File: src/rtl/tm1638_frame_builder.sv
// TM1638 frame builder: snapshots 8 hex digits, dots and LEDs and streams the 19-byte command/data frame.
// Latency: first byte valid 1 cycle after the start edge; then one byte per accepted handshake, no bubbles.
// Backpressure: byte_data/byte_last hold while byte_valid & !byte_ready; valid only drops after a transfer or reset.
//
// Ports:
//   clk, reset            - clock, synchronous active-high reset
//   digits_in/dots_in/    - display content, captured at frame start
//   leds_in
//   update                - one-cycle request for a new frame (queued as pending while busy)
//   byte_data/byte_valid/ - byte stream toward the TM1638 controller
//   byte_ready/byte_last    (byte_last marks the end of a strobe group)
//   busy, frame_done      - frame in progress / one-cycle completion pulse
module tm1638_frame_builder #(
  parameter logic [2:0] BRIGHTNESS  = 3'd7,
  parameter int         REFRESH_DIV = 1_000_000
) (
  input  logic        clk,
  input  logic        reset,
  input  logic [31:0] digits_in,
  input  logic [7:0]  dots_in,
  input  logic [7:0]  leds_in,
  input  logic        update,
  output logic [7:0]  byte_data,
  output logic        byte_valid,
  input  logic        byte_ready,
  output logic        byte_last,
  output logic        busy,
  output logic        frame_done
);

  localparam int CW = $clog2(REFRESH_DIV);

  typedef enum logic [1:0] {IDLE, SEND, DONE} state_t;

  state_t        state_q, state_d;
  logic [4:0]    idx_q, idx_d;
  logic [CW-1:0] cnt_q, cnt_d;
  logic          pending_q, pending_d;
  logic [31:0]   snap_digits_q, snap_digits_d;
  logic [7:0]    snap_dots_q, snap_dots_d;
  logic [7:0]    snap_leds_q, snap_leds_d;
  logic [7:0]    byte_data_q, byte_data_d;
  logic          byte_valid_q, byte_valid_d;
  logic          byte_last_q, byte_last_d;

  function automatic logic [6:0] seg7(input logic [3:0] h);
    case (h)
      4'h0: seg7 = 7'h3F;  4'h1: seg7 = 7'h06;  4'h2: seg7 = 7'h5B;  4'h3: seg7 = 7'h4F;
      4'h4: seg7 = 7'h66;  4'h5: seg7 = 7'h6D;  4'h6: seg7 = 7'h7D;  4'h7: seg7 = 7'h07;
      4'h8: seg7 = 7'h7F;  4'h9: seg7 = 7'h6F;  4'hA: seg7 = 7'h77;  4'hB: seg7 = 7'h7C;
      4'hC: seg7 = 7'h39;  4'hD: seg7 = 7'h5E;  4'hE: seg7 = 7'h79;  default: seg7 = 7'h71;
    endcase
  endfunction

  // Returns {byte_last, byte_data} for frame position idx.
  function automatic logic [8:0] frame_byte(input logic [4:0]  idx,
                                            input logic [31:0] dg,
                                            input logic [7:0]  dt,
                                            input logic [7:0]  ld);
    logic [3:0] a;
    logic [2:0] k;
    frame_byte = 9'h000;
    // RAM address = idx-2; modulo-16 arithmetic on idx[3:0] maps 16/17 to 14/15.
    a = idx[3:0] - 4'd2;
    k = a[3:1];
    case (idx)
      5'd0:    frame_byte = {1'b1, 8'h40};
      5'd1:    frame_byte = {1'b0, 8'hC0};
      5'd18:   frame_byte = {1'b1, 8'h88 | {5'b0, BRIGHTNESS}};
      default: begin
        if (!a[0]) frame_byte = {1'b0, dt[k], seg7(dg[{k, 2'b00} +: 4])};
        else       frame_byte = {1'b0, 7'b0, ld[k]};
        if (idx == 5'd17) frame_byte[8] = 1'b1;
      end
    endcase
  endfunction

  always_comb begin
    state_d       = state_q;
    idx_d         = idx_q;
    cnt_d         = cnt_q;
    pending_d     = pending_q;
    snap_digits_d = snap_digits_q;
    snap_dots_d   = snap_dots_q;
    snap_leds_d   = snap_leds_q;
    byte_data_d   = byte_data_q;
    byte_valid_d  = byte_valid_q;
    byte_last_d   = byte_last_q;
    busy          = 1'b0;
    frame_done    = 1'b0;

    case (state_q)
      IDLE: begin
        cnt_d = cnt_q + CW'(1);
        if (pending_q || update || cnt_q == CW'(REFRESH_DIV - 1)) begin
          snap_digits_d = digits_in;
          snap_dots_d   = dots_in;
          snap_leds_d   = leds_in;
          pending_d     = 1'b0;
          cnt_d         = '0;
          idx_d         = 5'd0;
          state_d       = SEND;
          // Byte 0 is a constant, so it can be loaded alongside the snapshot.
          {byte_last_d, byte_data_d} = frame_byte(5'd0, digits_in, dots_in, leds_in);
          byte_valid_d  = 1'b1;
        end
      end
      SEND: begin
        busy = 1'b1;
        if (update) pending_d = 1'b1;
        if (byte_valid_q && byte_ready) begin
          if (idx_q == 5'd18) begin
            state_d      = DONE;
            byte_valid_d = 1'b0;
          end else begin
            idx_d = idx_q + 5'd1;
            {byte_last_d, byte_data_d} =
              frame_byte(idx_q + 5'd1, snap_digits_q, snap_dots_q, snap_leds_q);
          end
        end
      end
      DONE: begin
        busy       = 1'b1;
        frame_done = 1'b1;
        if (update) pending_d = 1'b1;
        state_d    = IDLE;
      end
      default: state_d = IDLE;
    endcase
  end

  always_ff @(posedge clk) begin
    if (reset) begin
      state_q       <= IDLE;
      idx_q         <= 5'd0;
      cnt_q         <= '0;
      pending_q     <= 1'b1;
      snap_digits_q <= 32'h0;
      snap_dots_q   <= 8'h0;
      snap_leds_q   <= 8'h0;
      byte_data_q   <= 8'h0;
      byte_valid_q  <= 1'b0;
      byte_last_q   <= 1'b0;
    end else begin
      state_q       <= state_d;
      idx_q         <= idx_d;
      cnt_q         <= cnt_d;
      pending_q     <= pending_d;
      snap_digits_q <= snap_digits_d;
      snap_dots_q   <= snap_dots_d;
      snap_leds_q   <= snap_leds_d;
      byte_data_q   <= byte_data_d;
      byte_valid_q  <= byte_valid_d;
      byte_last_q   <= byte_last_d;
    end
  end

  assign byte_data  = byte_data_q;
  assign byte_valid = byte_valid_q;
  assign byte_last  = byte_last_q;

endmodule
File: config.mk
export PLATFORM = sky130hd
export DESIGN_NAME = tm1638_frame_builder
export DESIGN_NICKNAME = d
export VERILOG_FILES = /design/src/rtl/tm1638_frame_builder.sv
export SDC_FILE = /design/constraint.sdc
export NUM_CORES = 1
export LEC_CHECK = 0
export BUFFER_PORTS_ARGS = -buffer_cell sky130_fd_sc_hd__buf_2
export CORE_MARGIN = 3
export CORE_UTILIZATION = 55
export CTS_CLUSTER_SIZE = 25
export DETAILED_ROUTE_END_ITERATION = 8
export PLACE_DENSITY = 0.76
export SYNTH_ARGS = -nofsm -noshare
export SYNTH_HDL_FRONTEND = slang
export SYNTH_SLANG_ARGS = --single-unit
File: constraint.sdc
create_clock -name clk -period 5.1 [get_ports clk]
set_clock_uncertainty 0.05 [all_clocks]
set_input_delay 0.765 -clock clk [delete_from_list [all_inputs] [get_ports clk]]
set_output_delay 0.765 -clock clk [all_outputs]
set_load 0.03 [all_outputs]
After elaboration in Yosys (flattened, before gate mapping)
Memory sizes are Yosys's and may differ from the RTL's.
Cells that the tools add are included.
{"block": "word_totals", "regBits": 86, "mem_bits_ro": 112, "inputBits": 52, "output_inout_bits": 12, "elab_cells": 73, "n_memories": 1}
{"block": "classes", "addsub": 3, "magnitude_cmp": 1, "n_eq_ne": 12, "n_shift": 1, "mux": 32, "n_reduce_logical": 13}
{"memory": "(no name shown)", "depth": 16, "width": 7, "rd": 1, "rd_ports_with_merged_regs": 0, "wr": 0, "line_no": "47", "source": "case (h)"}
{"operator": "$mux 8", "n": 4}
{"operator": "$shiftx 32x6->4", "n": 1}
{"operator": "$pmux 9 s3", "n": 1}
{"operator": "$add 20x1->20 const B", "n": 1}
{"operator": "$eq 20x20->1 const B", "n": 1}
{"operator": "$mux 20", "n": 1}
{"operator": "$pmux 8 s2", "n": 1}
{"operator": "$eq 5x5->1 const B", "n": 3}
{"operator": "$mux 5", "n": 3}
{"operator": "$mux 1", "n": 12}
{"operator": "$pmux 5 s2", "n": 1}
{"operator": "$ne 2x2->1 const B", "n": 4}
{"operator": "$reduce_and 4->1", "n": 2}
{"operator": "$bmux 1 s3", "n": 2}
{"operator": "$mux 2", "n": 3}
{"operator": "$pmux 1 s2", "n": 3}
{"operator": "$reduce_and 3->1", "n": 2}
{"operator": "$add 5x1->5 const B", "n": 1}
{"operator": "$eq 5x1->1 const B", "n": 1}
{"operator": "$logic_not 5->1", "n": 1}
{"operator": "$lt 3x4->1 const B", "n": 1}
{"operator": "$pmux 2 s2", "n": 1}
{"operator": "$reduce_bool 2->1", "n": 2}
{"operator": "$sub 4x2->4 const B", "n": 1}
{"operator": "other kinds (8)", "n": 9}

Longest topological paths before layout
Gate-level depths: netlist of run 1.
{"block": "logic_depth", "depth_word": 9, "ltp_mapped": 16, "mapped_depth_nobuf": 13}

Worst setup path after synthesis of run 1
OpenSTA, ideal clock, no wires.
{"block": "synth_timing", "path_type": "reg-to-reg", "from": "register idx_q[0]", "to": "register byte_data_q[3] (netlist: byte_data[3])", "setup_time_ns": 0.062, "t_arrival_ns": 3.677, "path_slack_ns": 1.311, "path_stages_with_launch": 16, "path_buffers": 3, "path_cell_list": "dfxtp_1 buf_2 inv_1 ha_1 buf_4 inv_1 ha_1 xnor2_2 xnor2_4 buf_2 mux2i_1 inv_1 ha_1 mux4_2 o21ai_1 a22o_1"}
{"block": "synth_via", "elab_chain_cells": 9}
{"item": "start, declared", "line_no": "36", "source": "logic [4:0] idx_q, idx_d;"}
{"item": "start signal, assigned", "line_no": "146", "source": "idx_q <= idx_d;"}
{"item": "$add 5x1->5", "line_no": "118", "source": "frame_byte(idx_q + 5'd1, snap_digits_q, snap_dots_q, snap_leds_q);"}
{"item": "$sub 4x2->4", "line_no": "64", "source": "a = idx[3:0] - 4'd2;"}
{"item": "$shiftx 32x6->4", "line_no": "71", "source": "if (!a[0]) frame_byte = {1'b0, dt[k], seg7(dg[{k, 2'b00} +: 4])};"}
{"item": "$mem_v2 16x7"}
{"item": "$mux 8", "line_no": "71"}
{"item": "$pmux 9 s3", "line_no": "66", "source": "case (idx)"}
{"item": "$mux 8", "line_no": "112", "source": "if (idx_q == 5'd18) begin"}
{"item": "$mux 8", "line_no": "111", "source": "if (byte_valid_q && byte_ready) begin"}
{"item": "$pmux 8 s2", "line_no": "92", "source": "case (state_q)"}
{"item": "end signal, assigned", "line_no": "152", "source": "byte_data_q <= byte_data_d;"}
{"item": "end, declared", "line_no": "42", "source": "logic [7:0] byte_data_q, byte_data_d;"}
Several ways; a longest one is shown, not always the timed one. The select of a mux whose other input is x is not followed.
A chain may end at the register's enable or synchronous reset.

Final worst setup path of run 1
Same ends and word-level chain as after synthesis.

==> results of run 1 <==
metrics by stage:
step	util	setup slack, ns	hold WS, ns	cells	power [mW]
after floorplan	-	1.31	0.382	518	1.04
after global placement	0.630	1.09	0.392	653	1.12
after detailed placement	0.630	0.941	0.398	653	1.13
after CTS	0.656	0.904	0.408	668	1.60
after global routing	0.656	0.595	0.428	668	1.68
final	0.656	0.903	0.410	668	1.59
synthesized netlist by cell type (4+ instances only):
cell type  instances  area (um2)
nor2_1            44         165
mux2i_1           10         100
xnor2_1           12         105
nand4_1            5        31.3
inv_1             16        60.1
a211oi_1           4        30.0
a31oi_1            4        25.0
xor2_1            10        87.6
a311oi_1           6        52.6
clkbuf_1          17        63.8
nor3_1             9        45.0
or2_2              4        25.0
o21ai_0           11        55.1
dfxtp_1           86        1720
nand3_1           13        65.1
mux4_2            12         270
ha_1              16         200
a21oi_1           64         320
nand2_1          113         424
buf_2             10        50.1
sequential cells by signal, summed over array words and instances (netlist names):
name / count
byte_data: 8
byte_last: 1
byte_valid: 1
cnt_q: 20
idx_q: 5
pending_q: 1
snap_digits_q: 32
snap_dots_q: 8
snap_leds_q: 8
state_q: 2
power by group:
part	total [mW]	switching, mW	internal (mW)
clock	0.469	0.233	0.236
combinational	0.351	0.226	0.125
sequential	0.768	0.0359	0.732
layer usage:
metal | vias up | routed length [um] | global-route usage
li1 | 1894 | - | -
met1 | 1744 | 4280 | 0.290
met2 | 112 | 4670 | 0.377
met3 | 10 | 460 | 0.0426
met4 | 0 | 108 | 0.0685
met5 | - | 0 | 0
cell type report:
class | count | area, um2
Multi-Input combinational cell | 387 | 2480
Inverter | 16 | 60.1
Tap cell | 99 | 124
Fill cell | 639 | 2580
Clock buffer | 11 | 141
Timing Repair Buffer | 65 | 330
Sequential cell | 86 | 1720
Clock inverter | 4 | 47.5
critical path, delay by kind of cell (launching register included):
| family | cells | cell delay, ns |
|---|---|---|
| mux | 3 | 1.24 |
| flops | 1 | 0.60 |
| buf+inv | 4 | 0.75 |
| compound gates | 2 | 0.26 |
| fa+ha+maj | 3 | 1.22 |
worst max path at each step:
| stage | start | end | slack [ns] | depth (start not counted) |
|---|---|---|---|---|
| after floorplan | idx_q[0] | byte_data[3] | 1.31 | 15 |
| after global placement | idx_q[0] | byte_data[3] | 1.09 | 12 |
| after detailed placement | idx_q[0] | byte_data[3] | 0.94 | 12 |
| after CTS | idx_q[0] | byte_data[3] | 0.90 | 12 |
| after global routing | idx_q[0] | byte_data[3] | 0.59 | 13 |
| final | idx_q[0] | byte_data[3] | 0.90 | 12 |
cells by family after synthesis:
family | Yosys count | synth area share
AOI/OAI and AO/OA | 109 | 0.149
xor gates and xnor gates | 24 | 0.0539
adders and majority gates | 16 | 0.0456
buffers and inverters | 45 | 0.0439
DFF | 86 | 0.392
muxes | 25 | 0.0987
and+or+nand+nor | 213 | 0.216
==> run_results.csv, run 1 <==
group,metric,value,unit
final_layout,layout_commonest_cell,"nand2_1",
timing,maxSlewHeadroom,0.342,
floorplanning,io_pins,64,
placed_design,placed_cell_area,4720,um2
final_layout,layout.nets,633,
clock_network,clk_latency,0.35,ns
floorplanning,die_w,95.3,um
final_layout,syn2layout_area_growth,11.9,%
grt,grt_pass1_vias,3503,
critical_path,reg2reg_depth,12,
critical_path,critPathMaxStageDelay,0.60,ns
floorplanning,start_util,0.586,
drt,ant_nets,0,
synthesis,synth_seq_cells,86,
clock_network,postCtsHoldBufs,0,
run,drv_cap,0,
critical_path,timing.rr.end,"byte_data[3]",
worst_hold_path,holdPathEnd,"snap_leds_q[3]",
critical_path,worstPathArrival,4.43,ns
clock_network,path_clk_slew,0.09,ns
placed_design,place_hpwl,6.85,mm
critical_path,crit_chain,"inv_1 -> ha_1 -> buf_4 -> inv_1 -> ha_1 -> mux4_2 -> mux2i_1 -> inv_1 -> ha_1 -> mux4_2 -> o21ai_1 -> a22o_1",
clock_network,cts_made_buffers,9,
drt,drt-total-wl,9.52,mm
synthesis,yosysWarnings,0,
critical_path,rr_startpoint,"idx_q[0]",
worst_hold_path,whs_path_depth,2,
grt,track_usage,0.224,
timing,finalMaxSlewViolations,0,
synthesis,ys_seq_area_frac,0.392,
critical_path,rrSetupSlack,0.90,ns
synthesis,async_reset_ff_frac,0,
placed_design,gp_congestion,0.927,
synthesis,synth_area,4390,um2
worst_hold_path,min_path_type,"flop to flop",
critical_path,end_kind,"flop",
timing,period_share,0.823,
outcome,outcome,"complete, no violations",
grt,grt_pass1_wl,16.0,mm
worst_hold_path,min_from,"snap_leds_q[3]",
timing,rsz0062_at_grt,"no",
floorplanning,die_h,95.3,um
critical_path,start_kind,"flop",
synthesis,ys_types,55,
critical_path,critPathSlowestCell,"dfxtp_1",
power_and_ir_drop,max-vdd-ir-drop,0.305,mV
critical_path,path_max_fanout,13,
timing,finalSetupViolations,0,
power_and_ir_drop,p_leak,1.93,nW
floorplanning,fp.dieArea,9090,um2
drt,drcViolationCount,0,
critical_path,worst-setup-path-type,"flop to flop",
final_layout,layout_common_cells,"nand2_1, dfxtp_1, a21oi_1",
clock_network,cts-root-buf,"clkbuf_8",
drt,via_per_inst,5.63,
clock_network,clock_path_buffers,2,
timing,tns,0,ns
clock_network,cts_sinks,86,
floorplanning,rows,31,
synthesis,syn_inst,518,
drt,drtPass1Iterations,5,
synthesis,synth.net_count,586,
drt,vias,3760,
synthesis,syn_avg_cell_area,8.47,um2
grt,antenna_found_initial,0,
clock_network,htree_levels,3,
grt,grt_overflow,0,
floorplanning,core_area,7490,um2
timing,fmax,238,MHz
clock_network,cts_tree,"yes",
critical_path,crit_required,5.34,ns
timing,finalCriticalPeriod,4.20,ns
final_layout,fin_area,4910,um2
synthesis,dominantRegCellSynth,"dfxtp_1",
synthesis,synth_edf_count,0,
clock_network,cts_resized,0,
final_layout,diodes,0,
drt,first_iter_violations,209,
placed_design,io_buffers,63,
grt,grt_start_max_net_pins,53,
final_layout,drive_gt1_frac,0.185,
timing,worst_pin_slew,0.987,ns
clock_network,post-cts-setup-buffers,0,
drt,wl_per_cell,14.3,um
power_and_ir_drop,powerDensity,323,nW/um2
timing,final_hold_viol_count,0,
No activity file was read; power rests on OpenSTA's default activity.
==> inputs of run 2 (changes only) <==
Settings changed: ABC_AREA set to 1.
Clock period 5.1 ns to 4.2 ns, I/O delays scaled along.
==> run 2 against run 1 <==
  * First-iteration DRC count is 13% lower
  * Synthesized cell count up 25%
  * Hold slack worse by 0.0030 ns
  * Clock power up 38%
  * Wire length grew 6.9%
  * Via count is 11% higher
  * Final area is 2.6% higher
  * Fmax increased by 17%
  * Global-route usage up 1.0 points
  * Sequential share of layout area decreased by 0.89 points
  * Critical path type unchanged
  * Largest cell class unchanged
  * Largest power group is now combinational cells
  * Highest routed layer unchanged
==> run_results.csv, run 2 <==
group,metric,value,unit
placed_design,place_hpwl,7.47,mm
clock_network,post-cts-setup-buffers,0,
drt,ant_nets,0,
final_layout,diodes,0,
grt,grt_pass1_wl,17.1,mm
power_and_ir_drop,powerDensity,685,nW/um2
worst_hold_path,whs_path_depth,2,
final_layout,drive_gt1_frac,0.175,
synthesis,synth_top_area_cell,"dfxtp_1",
grt,grt_overflow,0,
final_layout,layout_commonest_cell,"nor2_1",
clock_network,postCtsHoldBufs,0,
timing,maxSlewHeadroom,0.608,
timing,rsz0062_at_grt,"no",
synthesis,synth-simple-area-share,0.342,
synthesis,synth_compound_area_frac,0.127,
synthesis,synth_area,4500,um2
final_layout,layout.nets,767,
critical_path,worst-setup-path-type,"flop to flop",
timing,final_hold_viol_count,0,
drt,drt-total-wl,10.2,mm
timing,worst_pin_slew,0.584,ns
synthesis,synthMuxAreaShare,0,
critical_path,start_kind,"flop",
synthesis,synth_top_family_by_area,"simple AND/OR/NAND/NOR gates",
critical_path,path_max_fanout,24,
synthesis,synth_seq_cells,86,
placed_design,io_buffers,63,
synthesis,synth_top_area_frac,0.382,
placed_design,dp.cells,790,
timing,finalSetupViolations,0,
floorplanning,io_pins,64,
critical_path,critPathMaxStageDelay,0.54,ns
grt,track_usage,0.234,
floorplanning,die_w,96.5,um
clock_network,cts_made_buffers,9,
run,drv_cap,0,
timing,fmax,278,MHz
floorplanning,die_h,96.5,um
clock_network,path_clk_slew,0.08,ns
clock_network,cts-root-buf,"clkbuf_8",
clock_network,htree_levels,3,
grt,antenna_found_initial,0,
final_layout,layout_common_cells,"nor2_1, nand2_1, dfxtp_1",
critical_path,crit_buf_inv,7,
synthesis,ys_seq_area_frac,0.382,
grt,grt_start_max_net_pins,57,
clock_network,clk_latency,0.37,ns
drt,wl_per_cell,12.6,um
final_layout,largest_register,"snap_digits_q",
placed_design,gp_congestion,0.905,
drt,via_per_inst,5.21,
critical_path,reg2reg_depth,20,
synthesis,async_reset_ff_frac,0,
floorplanning,core_area,7850,um2
timing,finalMaxSlewViolations,0,
drt,first_iter_violations,181,
critical_path,crit_required,4.45,ns
critical_path,worstPathArrival,3.84,ns
timing,finalCriticalPeriod,3.59,ns
final_layout,fin_cells,805,
timing,period_share,0.856,
clock_network,cts_resized,0,
timing,tns,0,ns
drt,drcViolationCount,0,
synthesis,dominantRegCellSynth,"dfxtp_1",
critical_path,critPathTopFamily,"adder cells",
floorplanning,fp.dieArea,9310,um2
drt,drtPass1Iterations,5,
clock_network,clock_path_buffers,2,
clock_network,cts_tree,"yes",
final_layout,largest_reg_flops,32,
critical_path,critPathSlowestCell,"dfxtp_1",
grt,grt_pass1_vias,3883,
synthesis,synth_most_common_cell,"nor2_1",
critical_path,end_kind,"flop",
outcome,outcome,"complete, no violations",
critical_path,crit_chain,"inv_1 -> ha_1 -> inv_2 -> ha_1 -> inv_2 -> nor2_1 -> o21ai_0 -> nand2_1 -> inv_1 -> nand2_1 -> nand2_1 -> inv_1 -> ha_1 -> inv_1 -> nand3_1 -> nand2_1 -> inv_1 -> nand2_1 -> nand3_1 -> a21oi_1",
synthesis,syn_avg_cell_area,6.94,um2
clock_network,cts_sinks,86,
synthesis,synth_edf_count,0,
floorplanning,start_util,0.574,
power_and_ir_drop,max-vdd-ir-drop,0.377,mV
final_layout,reg_top3,"snap_digits_q x32, cnt_q x20",
floorplanning,rows,32,
synthesis,synth_xor_area_frac,0.0211,
synthesis,synth.net_count,717,
synthesis,synthTopCellsByArea,"dfxtp_1, nor2_1, nand2_1, o21ai_0, nand3_1",
synthesis,ys_types,41,
synthesis,syn_inst,649,
final_layout,syn2layout_area_growth,11.8,%
worst_hold_path,min_path_type,"flop to flop",
drt,vias,4191,
synthesis,synthAdderAreaFrac,0.0445,
critical_path,cp.depth,20,
synthesis,synthTopCellsByCount,"nor2_1, nand2_1, dfxtp_1",
synthesis,yosysWarnings,0,
power_and_ir_drop,p_leak,2.31,nW
run 2: cell types whose count changed after synthesis, moves of 8 or more:
cell	previous run	this run
a21oi_1	64	29
clkbuf_1	17	8
inv_1	16	47
inv_2	0	9
mux2i_1	10	0
mux4_2	12	0
nand2_2	0	8
nand3_1	13	49
nor2_1	44	137
o21ai_0	11	66
xnor2_1	12	2
run 2: layer usage:
metal	up-vias	share of wire	track usage
met1	1912	0.47	0.301
met4	0	0.019	0.0923
met3	14	0.047	0.0480
li1	2182	-	-
met2	83	0.47	0.385
met5	-	0	0
run 2: tightest hold or removal path: cells and delay by family, from the launching register on:
family | cells | cell delay, ns
buffers and inverters | 1 | 0.06
flip-flops | 1 | 0.31
AO/OA/AOI/OAI | 1 | 0.05
run 2: through the flow:
step | hold WS [ns] | util | worst slack (ns) | cell area [um2] | total power, mW
2_1_floorplan | 0.379 | - | 1.10 | 4500 | 2.49
3_3_place_gp | 0.396 | 0.614 | 0.807 | 4820 | 2.76
3_5_place_dp | 0.397 | 0.614 | 0.673 | 4820 | 2.80
4_1_cts | 0.410 | 0.642 | 0.640 | 5040 | 3.45
5_1_grt | 0.438 | 0.642 | 0.174 | 5040 | 3.78
6_report | 0.407 | 0.642 | 0.605 | 5040 | 3.45
run 2: path summary, 6_finish.rpt:
kind	startpoint	slack, ns	to
setup / recovery	idx_q[0]	0.61	byte_data[6]
hold / removal	snap_digits_q[18]	0.41	snap_digits_q[18]
setup reg to reg	idx_q[0]	0.61	byte_data[6]
hold reg to reg	snap_digits_q[18]	0.41	snap_digits_q[18]
run 2: report_power, final:
| part | switching [mW] | internal [mW] | total, mW |
|---|---|---|---|
| combinational | 1.12 | 0.496 | 1.62 |
| clock | 0.297 | 0.350 | 0.647 |
| sequential | 0.141 | 1.04 | 1.18 |
| total | 1.56 | 1.89 | 3.45 |
run 2: cells by family after synthesis:
kind of cell / after synthesis
xor+xnor: 10
flops: 86
fa+ha+maj: 16
compound gates: 108
simple gates: 343
buf+inv: 86
run 2: layout make-up:
type                    instances  area, um2
multi-input cells             477       2410
clock inverters                 5       82.6
inverters                      59        223
flip-flops and latches         86       1720
well taps                     102        128
repair buffers                 66        338
fillers                       752       2810
clock buffers                  10        138
